==> src/rtl/note_sequencer_pkg.sv <==
// rtl/note_sequencer_pkg.sv - shared state encoding, note constants and key encoder
package note_sequencer_pkg;

   typedef enum logic [1:0] {
      ST_IDLE = 2'd0,
      ST_REC  = 2'd1,
      ST_PLAY = 2'd2
   } state_t;

   localparam logic [2:0] NOTE_C4 = 3'd0;
   localparam logic [2:0] NOTE_D  = 3'd1;
   localparam logic [2:0] NOTE_E  = 3'd2;
   localparam logic [2:0] NOTE_F  = 3'd3;
   localparam logic [2:0] NOTE_G  = 3'd4;
   localparam logic [2:0] NOTE_A  = 3'd5;
   localparam logic [2:0] NOTE_B  = 3'd6;
   localparam logic [2:0] NOTE_C5 = 3'd7;

   typedef struct packed {
      logic       en;
      logic [2:0] idx;
   } note_t;

   // Ascending scan so the highest set key (C4 on bit 7) is the last to assign.
   function automatic note_t encode_keys(input logic [7:0] keys);
      note_t n;
      n.en  = |keys;
      n.idx = NOTE_C4;
      for (int i = 0; i < 8; i++) begin
         if (keys[i]) n.idx = 3'(7 - i);
      end
      return n;
   endfunction

endpackage

==> src/rtl/note_ram.sv <==
// rtl/note_ram.sv - note slot buffer, synchronous write and asynchronous read
module note_ram
   import note_sequencer_pkg::*;
#(
   parameter  int DEPTH = 16,
   localparam int AW    = $clog2(DEPTH)
)(
   input  logic          CLK,
   input  logic          we,
   input  logic [AW-1:0] waddr,
   input  note_t         wdata,
   input  logic [AW-1:0] raddr,
   output note_t         rdata
);

   note_t mem [DEPTH];

   always_ff @(posedge CLK) begin
      if (we) mem[waddr] <= wdata;
   end

   assign rdata = mem[raddr];

endmodule

==> src/rtl/note_sequencer.sv <==
// rtl/note_sequencer.sv - record/playback sequencer for an 8-key tone generator
module note_sequencer
   import note_sequencer_pkg::*;
#(
   parameter  int DEPTH    = 16,
   parameter  int TICK_DIV = 12500000,
   localparam int AW       = $clog2(DEPTH),
   localparam int CW       = AW + 1
)(
   input  logic          CLK,
   input  logic          RESET,
   input  logic [7:0]    sw,
   input  logic          rec_btn,
   input  logic          play_btn,
   output logic [2:0]    note_idx,
   output logic          note_en,
   output logic [1:0]    state,
   output logic [CW-1:0] count,
   output logic          full
);

   localparam int TW = $clog2(TICK_DIV);

   state_t        state_q, state_d;
   logic [CW-1:0] count_q, count_d;
   logic [AW-1:0] ptr_q, ptr_d;
   logic [TW-1:0] tick_cnt_q, tick_cnt_d;
   note_t         note_q, note_d;

   note_t live;
   note_t slot;
   logic  tick;
   logic  is_full;
   logic  last_slot;
   logic  wr_en;

   assign live      = encode_keys(sw);
   assign tick      = (tick_cnt_q == TW'(TICK_DIV - 1));
   assign is_full   = (count_q == CW'(DEPTH));
   assign last_slot = ({1'b0, ptr_q} == count_q - CW'(1));
   assign wr_en     = (state_q == ST_REC) && tick && !is_full;

   always_ff @(posedge CLK) begin
      if (RESET) state_q <= ST_IDLE;
      else       state_q <= state_d;
   end

   always_comb begin
      state_d = state_q;
      unique case (state_q)
         ST_IDLE: begin
            if (rec_btn)                                state_d = ST_REC;
            else if (play_btn && count_q != '0)         state_d = ST_PLAY;
         end
         ST_REC: begin
            if (rec_btn || is_full)                     state_d = ST_IDLE;
         end
         ST_PLAY: begin
            if (play_btn || (tick && last_slot))        state_d = ST_IDLE;
         end
         default:                                       state_d = ST_IDLE;
      endcase
   end

   // Playback reads at the next pointer so the slot appears on the same edge
   // that enters PLAY or advances, and a live rest shows on the edge that leaves.
   always_comb begin
      note_d = live;
      if (state_d == ST_PLAY) note_d = slot;
   end

   always_comb begin
      tick_cnt_d = tick_cnt_q + TW'(1);
      if (state_d != state_q || tick) tick_cnt_d = '0;

      count_d = count_q;
      if (state_q == ST_IDLE && state_d == ST_REC) count_d = '0;
      else if (wr_en)                              count_d = count_q + CW'(1);

      ptr_d = ptr_q;
      if (state_d != ST_PLAY)                      ptr_d = '0;
      else if (state_q == ST_PLAY && tick)         ptr_d = ptr_q + AW'(1);
   end

   always_ff @(posedge CLK) begin
      if (RESET) begin
         count_q    <= '0;
         ptr_q      <= '0;
         tick_cnt_q <= '0;
         note_q     <= '0;
      end else begin
         count_q    <= count_d;
         ptr_q      <= ptr_d;
         tick_cnt_q <= tick_cnt_d;
         note_q     <= note_d;
      end
   end

   note_ram #(.DEPTH(DEPTH)) u_ram (
      .CLK   (CLK),
      .we    (wr_en),
      .waddr (count_q[AW-1:0]),
      .wdata (live),
      .raddr (ptr_d),
      .rdata (slot)
   );

   assign note_idx = note_q.idx;
   assign note_en  = note_q.en;
   assign state    = state_q;
   assign count    = count_q;
   assign full     = is_full;

endmodule

==> config.mk <==
export PLATFORM = sky130hd
export DESIGN_NAME = note_sequencer
export DESIGN_NICKNAME = d
export VERILOG_FILES = /design/src/rtl/note_sequencer_pkg.sv /design/src/rtl/note_ram.sv /design/src/rtl/note_sequencer.sv
export SDC_FILE = /design/constraint.sdc
export NUM_CORES = 1
export LEC_CHECK = 0
export CAP_MARGIN = 20
export CORE_ASPECT_RATIO = 0.75
export CORE_MARGIN = 3
export CORE_UTILIZATION = 25
export DETAILED_ROUTE_END_ITERATION = 12
export GPL_TIMING_DRIVEN = 0
export REMOVE_ABC_BUFFERS = 1
export SYNTH_ARGS = -nofsm -noshare
export SYNTH_HDL_FRONTEND = slang
export SYNTH_HIERARCHICAL = 1
export SYNTH_SLANG_ARGS = --single-unit
==> constraint.sdc <==
create_clock -name CLK -period 3.9 [get_ports CLK]
set_input_delay 0.975 -clock CLK [delete_from_list [all_inputs] [get_ports CLK]]
set_output_delay 0.975 -clock CLK [all_outputs]
set_load 0.01 [all_outputs]
Word-level counts from Yosys, hierarchy flattened --
Memory sizes are Yosys's and may differ from the RTL's. Cells that the tools add are included.
Word-level totals: memories 1, bits in registers 39, word-level logic and storage cells 53, output and inout bits 12, bits of input ports 12, RAM bits 64
Operators by class: mux-type cells 18, reduce and logical (&&, ||, !) cells 15, add/sub/neg operators 4, equal/unequal tests 9
Memories:
- u_ram.mem | depth 16, bits a word 4, rd ports 1, clocked after memory_dff 0, write ports 1, RTL line note_ram.sv:16 | note_t mem [DEPTH];
Operator list (number):
- 24-bit by 1-bit adder with 24-bit output (second input constant) | 1
- 24-bit equality test (second input constant) | 1
- 3-bit two-way mux | 8
- 4-bit two-way mux | 3
- 2-bit two-way mux | 4
- 8-bit OR reduction | 1
- 1-bit logical AND | 6
- 2-bit one-hot mux with 3 select lines | 1
- 5-bit by 1-bit adder with 5-bit output (second input constant) | 1
- 4-bit by 5-bit equality test with 1-bit output | 1
- 5-bit equality test (second input constant) | 1
- 5-bit nonzero test | 1
- 5-bit by 1-bit subtractor with 5-bit output (second input constant) | 1
- 4-bit by 1-bit adder with 4-bit output (second input constant) | 1
- 2-bit by 1-bit equality test with 1-bit output (second input constant) | 2
- 2-bit equality test (second input constant) | 2
- 2-bit OR reduction | 2
- 1-bit logical OR | 3
- 2-bit zero test | 1
- 1-bit two-way mux | 2
- 2-bit != test | 1
- 2-bit != test (second input constant) | 1
- 1-bit zero test | 1

Depth between registers and ports, before layout --
Gate-level depths: netlist of the first run. An unclocked memory read counts as a cell.
depth after elaboration 10, depth in mapped cells 15, depth with buffers taken out 12

Modules after synthesis --
The synthesis of the first run kept the hierarchy.
By module, submodules not included:
- note_ram | cells an instance 126, times used 1, area an instance 2586.2 um^2, seq. area each 1921.8 um^2
- note_sequencer | cells an instance 249, times used 1, area an instance 2149.6 um^2, seq. area each 780.7 um^2

Worst setup path before layout of the first run --
No wires, ideal clock.
path type in2reg, start point input rec_btn, end point register note_q (netlist bit note_en), required time 3783 ps, library setup time 117 ps, arrival 3515 ps, path slack 269 ps, buffers on the path 3, stages 13, cells stage by stage or4b_1 > or2_1 > o21ai_0 > o21ai_2 > buf_6 > nor2_1 > buf_6 > buf_12 > mux4_1 > nand3_1 > nand3_1 > a211o_1 > o211a_1
RTL lines:
- start: declaration | RTL line note_sequencer.sv:13 | input logic rec_btn,
- end signal: assignment | RTL line note_sequencer.sv:95 | note_q <= note_d;
- end: declaration | RTL line note_sequencer.sv:28 | note_t note_q, note_d;

==> results of run 1 <==
## path summary, 6_finish.rpt
kind	end	slack (ns)
max	note_en	0.24
min	tick_cnt_q[0]	0.49
max reg2reg	note_en	0.24
min reg2reg	tick_cnt_q[0]	0.49
## cells by family after synthesis
family                     count (synthesis)  synth area share, %
xor gates and xnor gates                  32                 5.92
buffers and inverters                     26                 3.12
DFF                                      103                 57.1
adders and majority gates                  4                 1.06
muxes                                     21                 9.80
AOI/OAI and AO/OA                         29                 4.65
and+or+nand+nor                          160                 18.4
## critical path, cell delays in order (launching register included)
cell	delay [ns]
dfxtp_1	0.45
inv_1	0.14
ha_1	0.20
nor4b_1	0.37
o211ai_1	0.19
or4_4	0.56
o21ai_4	0.26
nor2_4	0.08
buf_6	0.15
mux4_1	0.46
a22oi_2	0.22
nand3_1	0.10
a211o_1	0.23
o211a_1	0.13
## registers in the layout, summed over array words and instances, names as in the netlist
| signal | cells |
|---|---|
| note_en | 1 |
| ptr_q | 4 |
| state | 2 |
| note_idx | 3 |
| u_ram/mem | 64 |
| count | 5 |
| tick_cnt_q | 24 |
## Yosys cell counts, types with 3 or more instances
cell type,instances
a211o_1,3
buf_2,3
inv_1,15
dfxtp_1,39
nand3b_1,4
mux4_1,14
ha_1,4
xor2_1,9
nand2_1,16
edfxtp_1,64
nand4_1,8
clkbuf_1,3
buf_6,4
nor2_1,59
nor2b_1,3
xnor2_1,23
a22oi_1,4
nor4b_1,3
nand3_1,20
nor4_1,9
nor3_1,16
a21oi_1,5
mux2i_1,4
nand2b_1,3
## layout by cell type (no fill, tap or decap), types with 4 or more instances in the layout
cell type,instances
edfxtp_1,64
nor2_1,57
dfxtp_1,38
xnor2_1,23
clkdlybuf4s50_1,21
nand3_1,20
nand2_1,16
nor3_1,16
inv_1,15
mux4_1,13
clkbuf_16,11
nor4_1,9
xor2_1,9
nand4_1,8
buf_4,6
a21oi_1,5
mux2i_1,4
nand3b_1,4
ha_1,4
## cell type report
cell class                      instances  area [um2]
Clock buffer                           13         293
Clock inverter                          3        20.0
Fill cell                            1793       12500
Inverter                               15        56.3
Multi-Input combinational cell        246        1920
Sequential cell                       103        2700
Tap cell                              242         303
Timing Repair Buffer                   33         325
## power breakdown
group / switching, uW / total [uW] / internal (uW)
Sequential: 3.38 / 1160 / 1150
Clock: 383 / 913 / 530
Combinational: 32.2 / 56.3 / 24.0
Total: 419 / 2130 / 1710
## timing repair
item                                   in CTS  in global routing
hold buffers                                0                  0
pin swaps                                   1                  2
setup endpoints to repair                   4                  4
endpoints found under the hold margin       0                  0
gates resized for setup                     8                  6
buffers inserted                            4                  1
## metal layers
metal | track usage (%) | share of wire [%]
met1 | 14.8 | 50
met2 | 14.2 | 45
met3 | 2.18 | 4.0
met4 | 2.96 | 1.3
met5 | 0 | 0
## stage by stage
step	hold slack, ns	setup TNS, ns	cells	instance area, um2
2_1_floorplan	0.426	-1.34	364	4640
4_1_cts	0.505	0	652	5580
3_3_place_gp	0.439	-6.58	629	5180
6_report	0.495	0	655	5620
5_1_grt	0.523	0	655	5620
3_5_place_dp	0.495	-3.38	632	5210
==> flow_metrics.tcl, run 1 <==
set metrics [dict create \
    outcome "finished clean" \
    leakage_uw 0.00176 \
    pwr_density_cell_nw_per_um2 378 \
    async_reset_ff_share_pct 0 \
    hold_path_depth 1 \
    max_freq_mhz 273 \
    clockRootBuffer "clkbuf_16" \
    vias 3094 \
    dp_slack_ns -0.993 \
    clock_latency_ns 0.34 \
    place_hpwl_um 7010 \
    dieArea_um2 20600 \
    drtIter0Drc 265 \
    setup_viol 0 \
    ant_nets 0 \
    ys_ff_latch 103 \
    critPathLaunch "count[1]" \
    tightest_slew_ns 0.784 \
    peakVddDrop_uv 211 \
    ys_seq_area_share_pct 57.1 \
    yosys.area.top_type_share_pct 40.6 \
    grt_pass1_wl_um 16000 \
    viasPerCell 4.72 \
    rows 42 \
    final_util_pct 31.0 \
    hold_violations 0 \
    worstRegToRegCells 13 \
    clk_path_buf_depth 2 \
    start_util_pct 26.1 \
    routed_wl_um 10000 \
    syn_to_final_growth_pct 18.8 \
    grt_max_degree 25 \
    cts_tree "done" \
    cp.required_ns 4.13 \
    ios 24 \
    path_class "reg2reg" \
    dieWidth_um 165 \
    skew_ns 0.00971 \
    diodes 0 \
    finalCritPeriodShare_pct 93.8 \
    drive_gt1_share_pct 11.4 \
    fin_ws_ns 0.243 \
    synth.area.top_cells "edfxtp_1 41%, dfxtp_1 16%, mux4_1 7.8%" \
    path_clk_slew_ns 0.07 \
    drc 0 \
    drt_first_pass_iters 4 \
    p_total_uw 2130 \
    rsz0062_at_grt "false" \
    synth.avg_cell_area_um2 12.6 \
    synth_warnings 6 \
    final_max_slew_viol_count 0 \
    worstPathArrival_ns 3.89 \
    synth_enable_flop_cells 64 \
    gp_congestion 0.770 \
    netlist_area_um2 4740 \
    port_buffers 23 \
    coreArea_um2 18100 \
    yosysTopAreaCell "edfxtp_1" \
    grtUsageTotal_pct 9.88 \
    antenna_found_initial 0 \
    die_h_um 125 \
    grt_pass1_vias 2949 \
    cp-start-kind "flop" \
    cts-htree-levels 3 \
    numCtsBuffers 9 \
    grt.overflow.total 0 \
    ys_types 58 \
    max_slew_margin_pct 47.7 \
    syn_inst 375 \
    r2r-start "count[1]" \
    fin_crit_ns 3.66 \
    max-cap-violations 0 \
    hold_class "reg2reg" \
    wl_per_cell_um 15.3 \
    ys.flop_type "edfxtp_1" \
    clock-sinks 103 \
    endpoint_kind "flop" \
    finalNetCount 424 \
    worst-path-max-fanout 12 \
    min-delay-start "tick_cnt_q[0]" \
]
Power figures use the tool's default switching activity.
==> run 2, diff against run 1 <==
--- a/config.mk
+++ b/config.mk
@@ -6,12 +6,13 @@
 export NUM_CORES = 1
 export LEC_CHECK = 0
 export CAP_MARGIN = 20
-export CORE_ASPECT_RATIO = 0.75
+export CORE_ASPECT_RATIO = 2
 export CORE_MARGIN = 3
 export CORE_UTILIZATION = 25
 export DETAILED_ROUTE_END_ITERATION = 12
 export GPL_TIMING_DRIVEN = 0
 export REMOVE_ABC_BUFFERS = 1
+export SETUP_SLACK_MARGIN = 0.5
 export SYNTH_ARGS = -nofsm -noshare
 export SYNTH_HDL_FRONTEND = slang
 export SYNTH_HIERARCHICAL = 1
==> run 2 against run 1 <==
  * Clock power fell by 4.4%
  * Fmax increased by 9.4%
  * Sequential share of layout area decreased by 0.61 points
  * Register-to-register slack better by 0.42 ns
  * Combinational power rose by 3%
  * Power decreased by 1.9%
  * Critical endpoint unchanged
==> flow_metrics.tcl, run 2 (synthesis results as in run 1) <==
set metrics [dict create \
    diodes 0 \
    drt_first_pass_iters 4 \
    final_common_cell "edfxtp_1" \
    rsz0062_at_grt "true" \
    largest_register "u_ram/mem" \
    dp_slack_ns -1.04 \
    hold_end "tick_cnt_q[0]" \
    worstPathArrival_ns 3.57 \
    clock_latency_ns 0.34 \
    grt_pass1_vias 3141 \
    gp_congestion 0.794 \
    path_clk_slew_ns 0.07 \
    fin_crit_ns 3.34 \
    r2r-end "note_idx[1]" \
    outcome "finished clean" \
    syn_to_final_growth_pct 20.6 \
    ant_nets 0 \
    port_buffers 23 \
    clock-sinks 103 \
    ios 24 \
    tightest_slew_ns 0.816 \
    p_int_uw 1630 \
    dieArea_um2 20700 \
    worstRegToRegCells 14 \
    fin_ws_ns 0.558 \
    worst-path-max-fanout 5 \
    grt_pass1_wl_um 16700 \
    min-delay-start "tick_cnt_q[0]" \
    regArea_um2 2710 \
    antenna_found_initial 0 \
    cp.required_ns 4.13 \
    hold_violations 0 \
    finalNetCount 430 \
    fillCellCount 1861 \
    multi_input_area_um2 1950 \
    max-cap-violations 0 \
    leakage_uw 0.00178 \
    cts-htree-levels 3 \
    cts_hold_buf 0 \
    hold_path_depth 1 \
    largest_register_ffs 64 \
    r2r_setup_slack_ns 0.66 \
    r2r-start "count[0]" \
    switching_share_pct 21.9 \
    grt_max_degree 25 \
    clk_path_buf_depth 2 \
    drtIter0Drc 250 \
    cts_tree "done" \
    wl_per_cell_um 15.8 \
    power_frac_seq_pct 55.4 \
    dieWidth_um 103 \
    numCtsBuffers 9 \
    viasPerCell 4.58 \
    grtUsageTotal_pct 10.4 \
    drive_gt1_share_pct 16.5 \
    dr_wl_met3_um 331 \
    pwr_density_cell_nw_per_um2 366 \
    drc 0 \
    m1WireLength_um 4140 \
    skew_ns 0.00876 \
    vias 3070 \
    switching_power_uw 457 \
    coreArea_um2 18500 \
    place_hpwl_um 7610 \
    hold-worst-slack_ns 0.462 \
    layout_common_cells "64 x edfxtp_1, 56 x nor2_1, 37 x dfxtp_1" \
    start_util_pct 25.6 \
    power.share.clock_pct 41.8 \
    p_total_uw 2090 \
    die_h_um 201 \
    endpoint_kind "flop" \
    cp-start-kind "input pin" \
    combPwrFrac_pct 2.8 \
    max_slew_margin_pct 45.5 \
    finalCritPeriodShare_pct 85.7 \
    clockRootBuffer "clkbuf_16" \
    route.met2.wl_um 5950 \
    setup_viol 0 \
    highest-signal-layer "met4" \
    grt.overflow.total 0 \
    peakVddDrop_uv 201 \
    max_freq_mhz 299 \
    path_class "in2reg" \
    hold_class "reg2reg" \
    rows 70 \
    final_max_slew_viol_count 0 \
    routed_wl_um 10600 \
]
-- run 2: cell types whose count changed in the layout (fill, tap and decap cells not counted), sizes merged --
cell / before / now
buf: 10 / 18
inv: 17 / 21
clkbuf: 13 / 10
clkinv: 1 / 0
dlygate4sd2: 1 / 0
dlymetal6s2s: 1 / 0
-- run 2: power by group through the flow --
stage	clock [uW]	combinational, uW	sequential (uW)
global route	941	64.1	1160
detailed placement	0	56.0	1180
global placement	0	52.2	1180
CTS	895	56.5	1160
floorplan	0	22.5	1180
finish	873	58.1	1160
-- run 2: critical path, stage by stage --
cell and delay [ns]:
buf_6 0.10, or4b_4 0.48, o211ai_1 0.23, or4_4 0.19
o21ai_4 0.08, nor2_4 0.17, buf_8 0.15, mux4_1 0.58
a22oi_2 0.15, nand3_1 0.10, a211o_1 0.23, o211a_1 0.13
-- run 2: per-stage QoR --
step / TNS (ns) / util (%) / cells / cell area [um2]
after floorplan: -1.34 / - / 364 / 4640
after global placement: -6.66 / 28.1 / 639 / 5190
after detailed placement: -3.73 / 28.3 / 642 / 5230
after CTS: 0 / 30.5 / 667 / 5650
after global routing: 0 / 30.9 / 671 / 5710
final: 0 / 30.9 / 671 / 5710
-- run 2: final cells by class --
type	instances	area share, %
flip-flops and latches	103	47.5
multi-input cells	246	34.1
repair buffers	39	6.93
well taps	252	5.52
clock buffers	10	4.01
clock inverters	6	1.01
inverters	15	0.986
-- run 2: worst max-delay path by stage --
stage	cells after the start	slack [ns]	end	startpoint
after floorplan	10	-0.44	note_en	rec_btn
after global placement	11	-1.77	note_idx[1]	play_btn
after detailed placement	12	-1.04	note_idx[1]	play_btn
after CTS	12	0.55	note_idx[1]	play_btn
after global routing	12	0.45	note_en	tick_cnt_q[6]
final	12	0.56	note_en	rec_btn
-- run 2: timing repair --
| action | in CTS | in global routing |
|---|---|---|
| pin swaps | 7 | 2 |
| endpoints found under the setup margin | 28 | 4 |
| gates cloned | 1 | 0 |
| gates resized for setup | 34 | 10 |
| buffers inserted | 8 | 2 |
-- run 2: layer usage --
layer | up-vias | GRT usage (%)
li1 | 1476 | -
met1 | 1527 | 11.7
met2 | 55 | 19.2
met3 | 12 | 2.09
met4 | 0 | 2.87
met5 | - | 0
